[src/rtl/lce_pkg.sv]
// Shared state encoding and saturation helpers for the linear classifier engine.
package lce_pkg;

   typedef enum logic [1:0] {
      IDLE,
      RUN,
      DRAIN,
      ARGMAX
   } state_t;

   // Clamp x to the range of a bits-wide two's complement number.
   function automatic logic signed [63:0] sat_signed(input logic signed [63:0] x,
                                                      input int unsigned      bits);
      logic signed [63:0] max_v;
      logic signed [63:0] min_v;
      max_v = (64'sd1 <<< (bits - 1)) - 64'sd1;
      min_v = -(64'sd1 <<< (bits - 1));
      if (x > max_v) return max_v;
      if (x < min_v) return min_v;
      return x;
   endfunction

   // a - b clamped to [0, 2^bits - 1].
   function automatic logic [63:0] sat_unsigned_diff(input logic signed [63:0] a,
                                                      input logic signed [63:0] b,
                                                      input int unsigned      bits);
      logic signed [63:0] d;
      logic signed [63:0] max_v;
      d     = a - b;
      max_v = (64'sd1 <<< bits) - 64'sd1;
      if (d < 0) return '0;
      if (d > max_v) return max_v;
      return d;
   endfunction

endpackage

[src/rtl/lce_if.sv]
// Feature stream bundle: valid/ready handshake carrying LANES cells per beat.
interface lce_if #(
   parameter int LANES      = 2,
   parameter int VALUE_BITS = 8
);
   logic                        feat_valid;
   logic                        feat_ready;
   logic [LANES*VALUE_BITS-1:0] feat_data;

   modport master (output feat_valid, output feat_data, input feat_ready);
   modport slave  (input feat_valid, input feat_data, output feat_ready);
endinterface

[src/rtl/lce_top2_argmax.sv]
// Combinational top-2 search over the class scores; ties go to the lowest index.
module lce_top2_argmax
   import lce_pkg::*;
#(
   parameter int NUM_CLASSES = 4,
   parameter int ACC_BITS    = 24,
   parameter int CW          = 2
) (
   input  logic [NUM_CLASSES*ACC_BITS-1:0] scores_flat,
   output logic [CW-1:0]                   best,
   output logic [CW-1:0]                   second,
   output logic [ACC_BITS-1:0]             margin
);

   logic signed [ACC_BITS-1:0] cur_s;
   logic signed [ACC_BITS-1:0] best_s;
   logic signed [ACC_BITS-1:0] second_s;
   logic                       have_second;

   // NOTE: every variable gets a default before any branch so no path can infer a latch.
   always_comb begin
      best        = '0;
      second      = '0;
      margin      = '0;
      cur_s       = '0;
      have_second = 1'b0;
      best_s      = scores_flat[ACC_BITS-1:0];
      second_s    = '0;

      for (int c = 1; c < NUM_CLASSES; c++) begin
         cur_s = scores_flat[c*ACC_BITS +: ACC_BITS];
         if (cur_s > best_s) begin
            best_s = cur_s;
            best   = CW'(c);
         end
      end

      for (int c = 0; c < NUM_CLASSES; c++) begin
         cur_s = scores_flat[c*ACC_BITS +: ACC_BITS];
         if ((CW'(c) != best) && (!have_second || (cur_s > second_s))) begin
            second_s    = cur_s;
            second      = CW'(c);
            have_second = 1'b1;
         end
      end

      if (have_second)
         margin = ACC_BITS'(sat_unsigned_diff(64'(best_s), 64'(second_s), ACC_BITS));
   end

endmodule

[src/rtl/linear_classifier_engine.sv]
// Streams feature beats against per-class weight ROMs, accumulates saturated
// scores on top of per-class biases and reports the top-2 classes and margin.
module linear_classifier_engine
   import lce_pkg::*;
#(
   parameter int  NUM_CLASSES = 4,
   parameter int  NUM_CELLS   = 1024,
   parameter int  LANES       = 2,
   parameter int  VALUE_BITS  = 8,
   parameter int  WEIGHT_BITS = 8,
   parameter int  ACC_BITS    = 24,
   localparam int BEATS       = NUM_CELLS / LANES,
   localparam int AW          = (BEATS > 1) ? $clog2(BEATS) : 1,
   localparam int CW          = (NUM_CLASSES > 1) ? $clog2(NUM_CLASSES) : 1
) (
   input  logic                                  clk,
   input  logic                                  rst,
   input  logic                                  start,
   input  logic                                  abort,
   input  logic [NUM_CLASSES*ACC_BITS-1:0]       bias_flat,
   lce_if.slave                                  feat,
   output logic [AW-1:0]                         w_addr,
   input  logic [NUM_CLASSES*LANES*WEIGHT_BITS-1:0] w_data,
   output logic                                  busy,
   output logic                                  result_valid,
   output logic [CW-1:0]                         best_class,
   output logic [CW-1:0]                         second_class,
   output logic [ACC_BITS-1:0]                   margin,
   output logic [NUM_CLASSES*ACC_BITS-1:0]       scores_flat
);

   localparam int BCW   = $clog2(BEATS + 1);
   localparam int PW    = VALUE_BITS + WEIGHT_BITS + 1;
   localparam int SUM_W = ACC_BITS + $clog2(LANES) + 1;

   state_t                      state;
   state_t                      state_nxt;
   logic [BCW-1:0]              beat_cnt;
   logic [LANES*VALUE_BITS-1:0] feat_q;
   logic                        pipe_valid;
   logic                        accept;
   logic                        load;
   logic                        latch;

   logic signed [ACC_BITS-1:0]     acc     [NUM_CLASSES];
   logic signed [ACC_BITS-1:0]     acc_nxt [NUM_CLASSES];
   logic [NUM_CLASSES*ACC_BITS-1:0] acc_flat;
   logic signed [PW-1:0]           prod;
   logic signed [SUM_W-1:0]        lane_sum;

   logic [CW-1:0]       top_best;
   logic [CW-1:0]       top_second;
   logic [ACC_BITS-1:0] top_margin;

   assign feat.feat_ready = (state == RUN) && (beat_cnt < BCW'(BEATS));
   assign accept          = feat.feat_valid && feat.feat_ready;
   assign busy            = (state != IDLE);

   always_ff @(posedge clk) begin
      if (rst) state <= IDLE;
      else     state <= state_nxt;
   end

   // abort outranks both the start in IDLE and the result latch in ARGMAX.
   always_comb begin
      state_nxt = state;
      load      = 1'b0;
      latch     = 1'b0;
      case (state)
         IDLE: begin
            if (start && !abort) begin
               state_nxt = RUN;
               load      = 1'b1;
            end
         end
         RUN: begin
            if (abort)                                          state_nxt = IDLE;
            else if (accept && (beat_cnt == BCW'(BEATS - 1)))   state_nxt = DRAIN;
         end
         DRAIN:   state_nxt = abort ? IDLE : ARGMAX;
         ARGMAX: begin
            state_nxt = IDLE;
            latch     = !abort;
         end
         default: state_nxt = IDLE;
      endcase
   end

   // Lane products are formed at full width and summed before the single clamp.
   always_comb begin
      acc_nxt  = '{default: '0};
      prod     = '0;
      lane_sum = '0;
      for (int c = 0; c < NUM_CLASSES; c++) begin
         lane_sum = '0;
         for (int i = 0; i < LANES; i++) begin
            prod = PW'($signed({1'b0, feat_q[i*VALUE_BITS +: VALUE_BITS]}))
                 * PW'($signed(w_data[(c*LANES+i)*WEIGHT_BITS +: WEIGHT_BITS]));
            lane_sum = lane_sum + SUM_W'(prod);
         end
         acc_nxt[c] = ACC_BITS'(sat_signed(64'(lane_sum) + 64'(acc[c]), ACC_BITS));
      end
   end

   always_comb begin
      acc_flat = '0;
      for (int c = 0; c < NUM_CLASSES; c++)
         acc_flat[c*ACC_BITS +: ACC_BITS] = acc[c];
   end

   lce_top2_argmax #(
      .NUM_CLASSES (NUM_CLASSES),
      .ACC_BITS    (ACC_BITS),
      .CW          (CW)
   ) u_argmax (
      .scores_flat (acc_flat),
      .best        (top_best),
      .second      (top_second),
      .margin      (top_margin)
   );

   // NOTE: sequential state uses non-blocking assignments so every register samples pre-edge values.
   always_ff @(posedge clk) begin
      if (rst) begin
         beat_cnt     <= '0;
         w_addr       <= '0;
         feat_q       <= '0;
         pipe_valid   <= 1'b0;
         // NOTE: acc is a small register bank, not a RAM, so it is cleared with the rest.
         for (int c = 0; c < NUM_CLASSES; c++) acc[c] <= '0;
         result_valid <= 1'b0;
         scores_flat  <= '0;
         best_class   <= '0;
         second_class <= '0;
         margin       <= '0;
      end else begin
         pipe_valid   <= accept && !abort;
         result_valid <= latch;
         if (accept) feat_q <= feat.feat_data;

         if (load) begin
            beat_cnt <= '0;
            w_addr   <= '0;
            for (int c = 0; c < NUM_CLASSES; c++)
               acc[c] <= bias_flat[c*ACC_BITS +: ACC_BITS];
         end else begin
            if (accept) begin
               beat_cnt <= beat_cnt + BCW'(1);
               if (w_addr != AW'(BEATS - 1)) w_addr <= w_addr + AW'(1);
            end
            if (pipe_valid)
               for (int c = 0; c < NUM_CLASSES; c++) acc[c] <= acc_nxt[c];
         end

         if (latch) begin
            scores_flat  <= acc_flat;
            best_class   <= top_best;
            second_class <= top_second;
            margin       <= top_margin;
         end
      end
   end

endmodule

[src/flat_wrapper.sv]
// flat-port wrapper written by rule: the top's interface ports become plain ports
module linear_classifier_engine_flat import lce_pkg::*;
#(
   parameter int  NUM_CLASSES = 4,
   parameter int  NUM_CELLS   = 1024,
   parameter int  LANES       = 2,
   parameter int  VALUE_BITS  = 8,
   parameter int  WEIGHT_BITS = 8,
   parameter int  ACC_BITS    = 24,
   localparam int BEATS       = NUM_CELLS / LANES,
   localparam int AW          = (BEATS > 1) ? $clog2(BEATS) : 1,
   localparam int CW          = (NUM_CLASSES > 1) ? $clog2(NUM_CLASSES) : 1
)
  (clk, rst, start, abort, bias_flat, w_addr, w_data, busy, result_valid, best_class, second_class, margin, scores_flat, feat_feat_valid, feat_feat_data, feat_feat_ready);
  lce_if #(.LANES(LANES), .VALUE_BITS(VALUE_BITS)) feat_i ();
  input  logic clk;
  input  logic rst;
  input  logic start;
  input  logic abort;
  input  logic [NUM_CLASSES*ACC_BITS-1:0] bias_flat;
  output logic [AW-1:0] w_addr;
  input  logic [NUM_CLASSES*LANES*WEIGHT_BITS-1:0] w_data;
  output logic busy;
  output logic result_valid;
  output logic [CW-1:0] best_class;
  output logic [CW-1:0] second_class;
  output logic [ACC_BITS-1:0] margin;
  output logic [NUM_CLASSES*ACC_BITS-1:0] scores_flat;
  input wire logic [$bits(feat_i.feat_valid)-1:0] feat_feat_valid;
  input wire logic [$bits(feat_i.feat_data)-1:0] feat_feat_data;
  output wire logic [$bits(feat_i.feat_ready)-1:0] feat_feat_ready;
  assign feat_i.feat_valid = feat_feat_valid;
  assign feat_i.feat_data = feat_feat_data;
  assign feat_feat_ready = feat_i.feat_ready;
  linear_classifier_engine #(.NUM_CLASSES(NUM_CLASSES), .NUM_CELLS(NUM_CELLS), .LANES(LANES), .VALUE_BITS(VALUE_BITS), .WEIGHT_BITS(WEIGHT_BITS), .ACC_BITS(ACC_BITS)) u_core (.clk(clk), .rst(rst), .start(start), .abort(abort), .bias_flat(bias_flat), .feat(feat_i), .w_addr(w_addr), .w_data(w_data), .busy(busy), .result_valid(result_valid), .best_class(best_class), .second_class(second_class), .margin(margin), .scores_flat(scores_flat));
endmodule
[config.mk]
export PLATFORM = sky130hd
export DESIGN_NAME = linear_classifier_engine_flat
export DESIGN_NICKNAME = d
export VERILOG_FILES = /design/src/rtl/lce_pkg.sv /design/src/rtl/lce_if.sv /design/src/rtl/lce_top2_argmax.sv /design/src/rtl/linear_classifier_engine.sv /design/src/flat_wrapper.sv
export SDC_FILE = /design/constraint.sdc
export NUM_CORES = 2
export LEC_CHECK = 0
export BUFFER_PORTS_ARGS = -buffer_cell sky130_fd_sc_hd__clkbuf_2
export CORE_MARGIN = 10
export CORE_UTILIZATION = 35
export CTS_BUF_LIST = sky130_fd_sc_hd__clkbuf_4
export DETAILED_ROUTE_END_ITERATION = 8
export GPL_ROUTABILITY_DRIVEN = 0
export GPL_TIMING_DRIVEN = 0
export HOLD_SLACK_MARGIN = 0.05
export PLACE_DENSITY = 0.59
export SETUP_SLACK_MARGIN = 0.1
export SYNTH_ARGS = -nofsm -noshare
export SYNTH_HDL_FRONTEND = slang
export SYNTH_SLANG_ARGS = --single-unit
[constraint.sdc]
create_clock -name clk -period 18.9 [get_ports clk]
set_input_delay 3.78 -clock clk [delete_from_list [all_inputs] [get_ports clk]]
set_output_delay 3.78 -clock clk [all_outputs]
set_load 0.01 [all_outputs]
==> impl_metrics.json <==
{
  "slew_violations": 0,
  "placed_cell_area_um2": 42870,
  "crit_fanout": 10,
  "yosys_warnings": 0,
  "reg2reg_to": "u_core.margin[5]",
  "grt_max_degree": 25,
  "dieArea_um2": 126500,
  "synth_edf_count": 96,
  "cts_hold_buf": 0,
  "worst_pin_slew_ns": 1.389,
  "hp-class": "reg2reg",
  "dr.pass1.iters": 6,
  "grt_util_all_layers_pct": 23.56,
  "grt-ovfl-total": 0,
  "maxSlewHeadroom_pct": 7.034,
  "ios": 317,
  "async_reset_ff_share_pct": 0,
  "outcome": "finished clean",
  "final_cell_area_um2": 44120,
  "drc_errors": 0,
  "drv_cap": 0,
  "critPathArrivalTime_ns": 18.53,
  "die_y_um": 355.6,
  "synth_top_area_cell": "fa_1",
  "critical_path.slowest_cell": "edfxtp_1",
  "wl_um": 151600,
  "leakagePower_nw": 21.42,
  "syn_to_final_growth_pct": 11.91,
  "die_w_um": 355.6,
  "cts_sinks": 259,
  "cp.required_ns": 19.59,
  "seq_area_frac_synth_pct": 15.59,
  "yosys.area_share.simple_pct": 16.27,
  "grt_pass1_vias": 34840,
  "fillers": 11520,
  "clock_skew_ns": 0.08246,
  "cp-end-kind": "flip-flop",
  "drt_iter0_markers": 3093,
  "fmax_ghz": 0.05604,
  "synthXorXnorAreaFrac_pct": 2.533,
  "synth.most_common_cell": "inv_1",
  "clkLatencyLatePin_ns": 0.87,
  "setup_viol": 0,
  "cts-buffers-inserted": 78,
  "r2r_slack_ns": 1.06,
  "hold_start": "u_core.scores_flat[25]",
  "synth_area_leaders": "fa_1 (24%), ha_1 (19%), dfxtp_1 (8.3%)",
  "drive_gt1_share_pct": 11.47,
  "whs_endpoint": "u_core.scores_flat[25]",
  "rsz0062_at_grt": "no",
  "synth.cell_area_um2": 39420,
  "wl_met1_um": 62340,
  "synth_top_family_by_area": "adder cells",
  "std_cell_rows": 123,
  "holdPathStages": 2,
  "critPathKind": "reg2reg",
  "htree_levels": 3,
  "hold_viol": 0,
  "synth_top_area_share_pct": 23.61,
  "tns_ns": 0,
  "cp_slowest_stage_delay_ns": 0.73,
  "reg2reg_from": "u_core.acc[0][23]",
  "antenna_found_initial": 21,
  "syn_inst": 4433,
  "dr.max_layer_used": "met5",
  "synth_area_per_cell_um2": 8.893,
  "crit_path_start_kind": "flip-flop",
  "synth_compound_area_share_pct": 13.26,
  "num_vias": 34520,
  "synthAdderAreaFrac_pct": 42.42,
  "cts_tree": "yes",
  "clock_path_buffers": 3,
  "synth_common_cells": "inv_1 (646), ha_1 (591), nand2_1 (581), fa_1 (465), a21oi_1 (302)",
  "synth_fp_nets": 5670,
  "dp_hpwl_um": 125600,
  "cts_root_buf": "clkbuf_4",
  "fin_crit_ns": 17.84,
  "cts.clk_slew.worst_paths_ns": 0.07,
  "antenna_left": 0,
  "power.density_nw_per_um2": 84.07,
  "numPortBuffers": 314,
  "vdd_ir_drop_max_v": 0.00007139,
  "wl_met3_um": 15150,
  "hold_slack_ns": 0.4553,
  "start_util_pct": 35.14,
  "grt_pass1_wl_um": 221800,
  "nets": 6082,
  "avgViaCountPerCell": 5.390,
  "core_area_um2": 112200,
  "synth_mux_area_share_pct": 2.120,
  "rr_worst_depth": 71,
  "cpMostUsedCell": "ha_1",
  "ys.flop_type": "dfxtp_1",
  "wire_per_inst_um": 23.68,
  "dr_wl_met2_um": 69070,
  "fin_crit_sh_pct": 94.41,
  "ys_ff_latch": 259,
  "synth_cell_types": 85
}
worst max path at each step:
stage,startpoint,end
4_1_cts,u_core.acc[0][7],u_core.margin[23]
6_report,u_core.acc[0][23],u_core.margin[5]
5_1_grt,u_core.acc[0][1],u_core.margin[19]
3_5_place_dp,u_core.acc[0][1],u_core.margin[5]
3_3_place_gp,u_core.acc[0][1],u_core.margin[8]
2_1_floorplan,u_core.acc[1][1],u_core.margin[18]
layout by cell type, fill, tap and decap left out, types with 22 or more instances in the layout:
master,count
clkbuf_2,325
inv_1,646
mux2_2,26
clkbuf_1,129
o21ai_0,121
mux2i_1,49
a21o_1,60
o211ai_1,26
nand4_1,48
a21oi_1,302
and2_1,301
nand3_1,34
clkbuf_4,113
fa_1,465
xor2_1,39
xnor2_1,75
nor3_1,29
nand2_1,581
a31o_2,23
nand2b_1,85
ha_1,591
o2bb2ai_1,22
a221o_1,43
dfxtp_1,163
nor2_1,149
edfxtp_1,96
routing by layer:
metal | global-route usage, % | vias up
met5 | 0 | -
met4 | 7.004 | 16
met3 | 5.722 | 296
met2 | 38.55 | 1445
met1 | 30.51 | 17070
li1 | - | 15700
through the flow:
step           std cells  total power [W]  worst slack [ns]  utilization [%]
2_1_floorplan       4433         0.002434             3.308                -
3_3_place_gp        6247         0.003036           -0.1618            38.21
3_5_place_dp        6247         0.003061           -0.3749            38.21
4_1_cts             6393         0.003661            0.1121            39.19
5_1_grt             6402         0.004020            0.1137            39.32
6_report            6404         0.003709             1.056            39.32
power by group:
part	total [W]	leakage [nW]	switching, W	internal, W
registers	0.000674	2.34	0.0000753	0.000598
clock network	0.000567	0.580	0.000273	0.000294
logic	0.00247	18.5	0.00146	0.00101
registers in the layout (all words and copies together), names as in the netlist:
| signal | count |
|---|---|
| u_core.margin | 24 |
| u_core.scores_flat | 96 |
| u_core.state | 2 |
| u_core.beat_cnt | 10 |
| u_core.pipe_valid | 1 |
| u_core.best_class | 2 |
| u_core.w_addr | 9 |
| u_core.second_class | 2 |
| u_core.feat_q | 16 |
| u_core.result_valid | 1 |
| u_core.acc | 96 |
cells by family after synthesis:
family / count (synthesis)
adder cells (fa/ha/maj): 1058
flip-flops: 259
AO/OA/AOI/OAI: 799
buffers and inverters: 807
multiplexers: 79
AND/OR/NAND/NOR: 1317
XOR/XNOR: 114
final cells by class:
type	count	area [um2]	share of cell area, %
timing repair buffer	332	1744	3.954
multi-input combinational	3367	30250	68.57
inverter	646	2425	5.496
antenna	4	10.01	0.02269
sequential	259	6146	13.93
tap	1500	1877	4.254
buffer	161	680.7	1.543
clock buffer	110	825.8	1.872
clock inverter	25	157.7	0.3574
critical path: cells and delay by family, from the launching register on:
family | cells | cell delay (ns)
adders and majority gates | 7 | 2.21
AOI/OAI and AO/OA | 23 | 5.05
DFF | 1 | 0.73
and+or+nand+nor | 22 | 5.07
buffers and inverters | 13 | 2.80
muxes | 6 | 1.78
repair_timing:
action,CTS,global route
buffers inserted,11,7
endpoints found under the setup margin,24,24
gates resized for setup,3,40
pin swaps,0,1
Power figures use the tool's default switching activity.
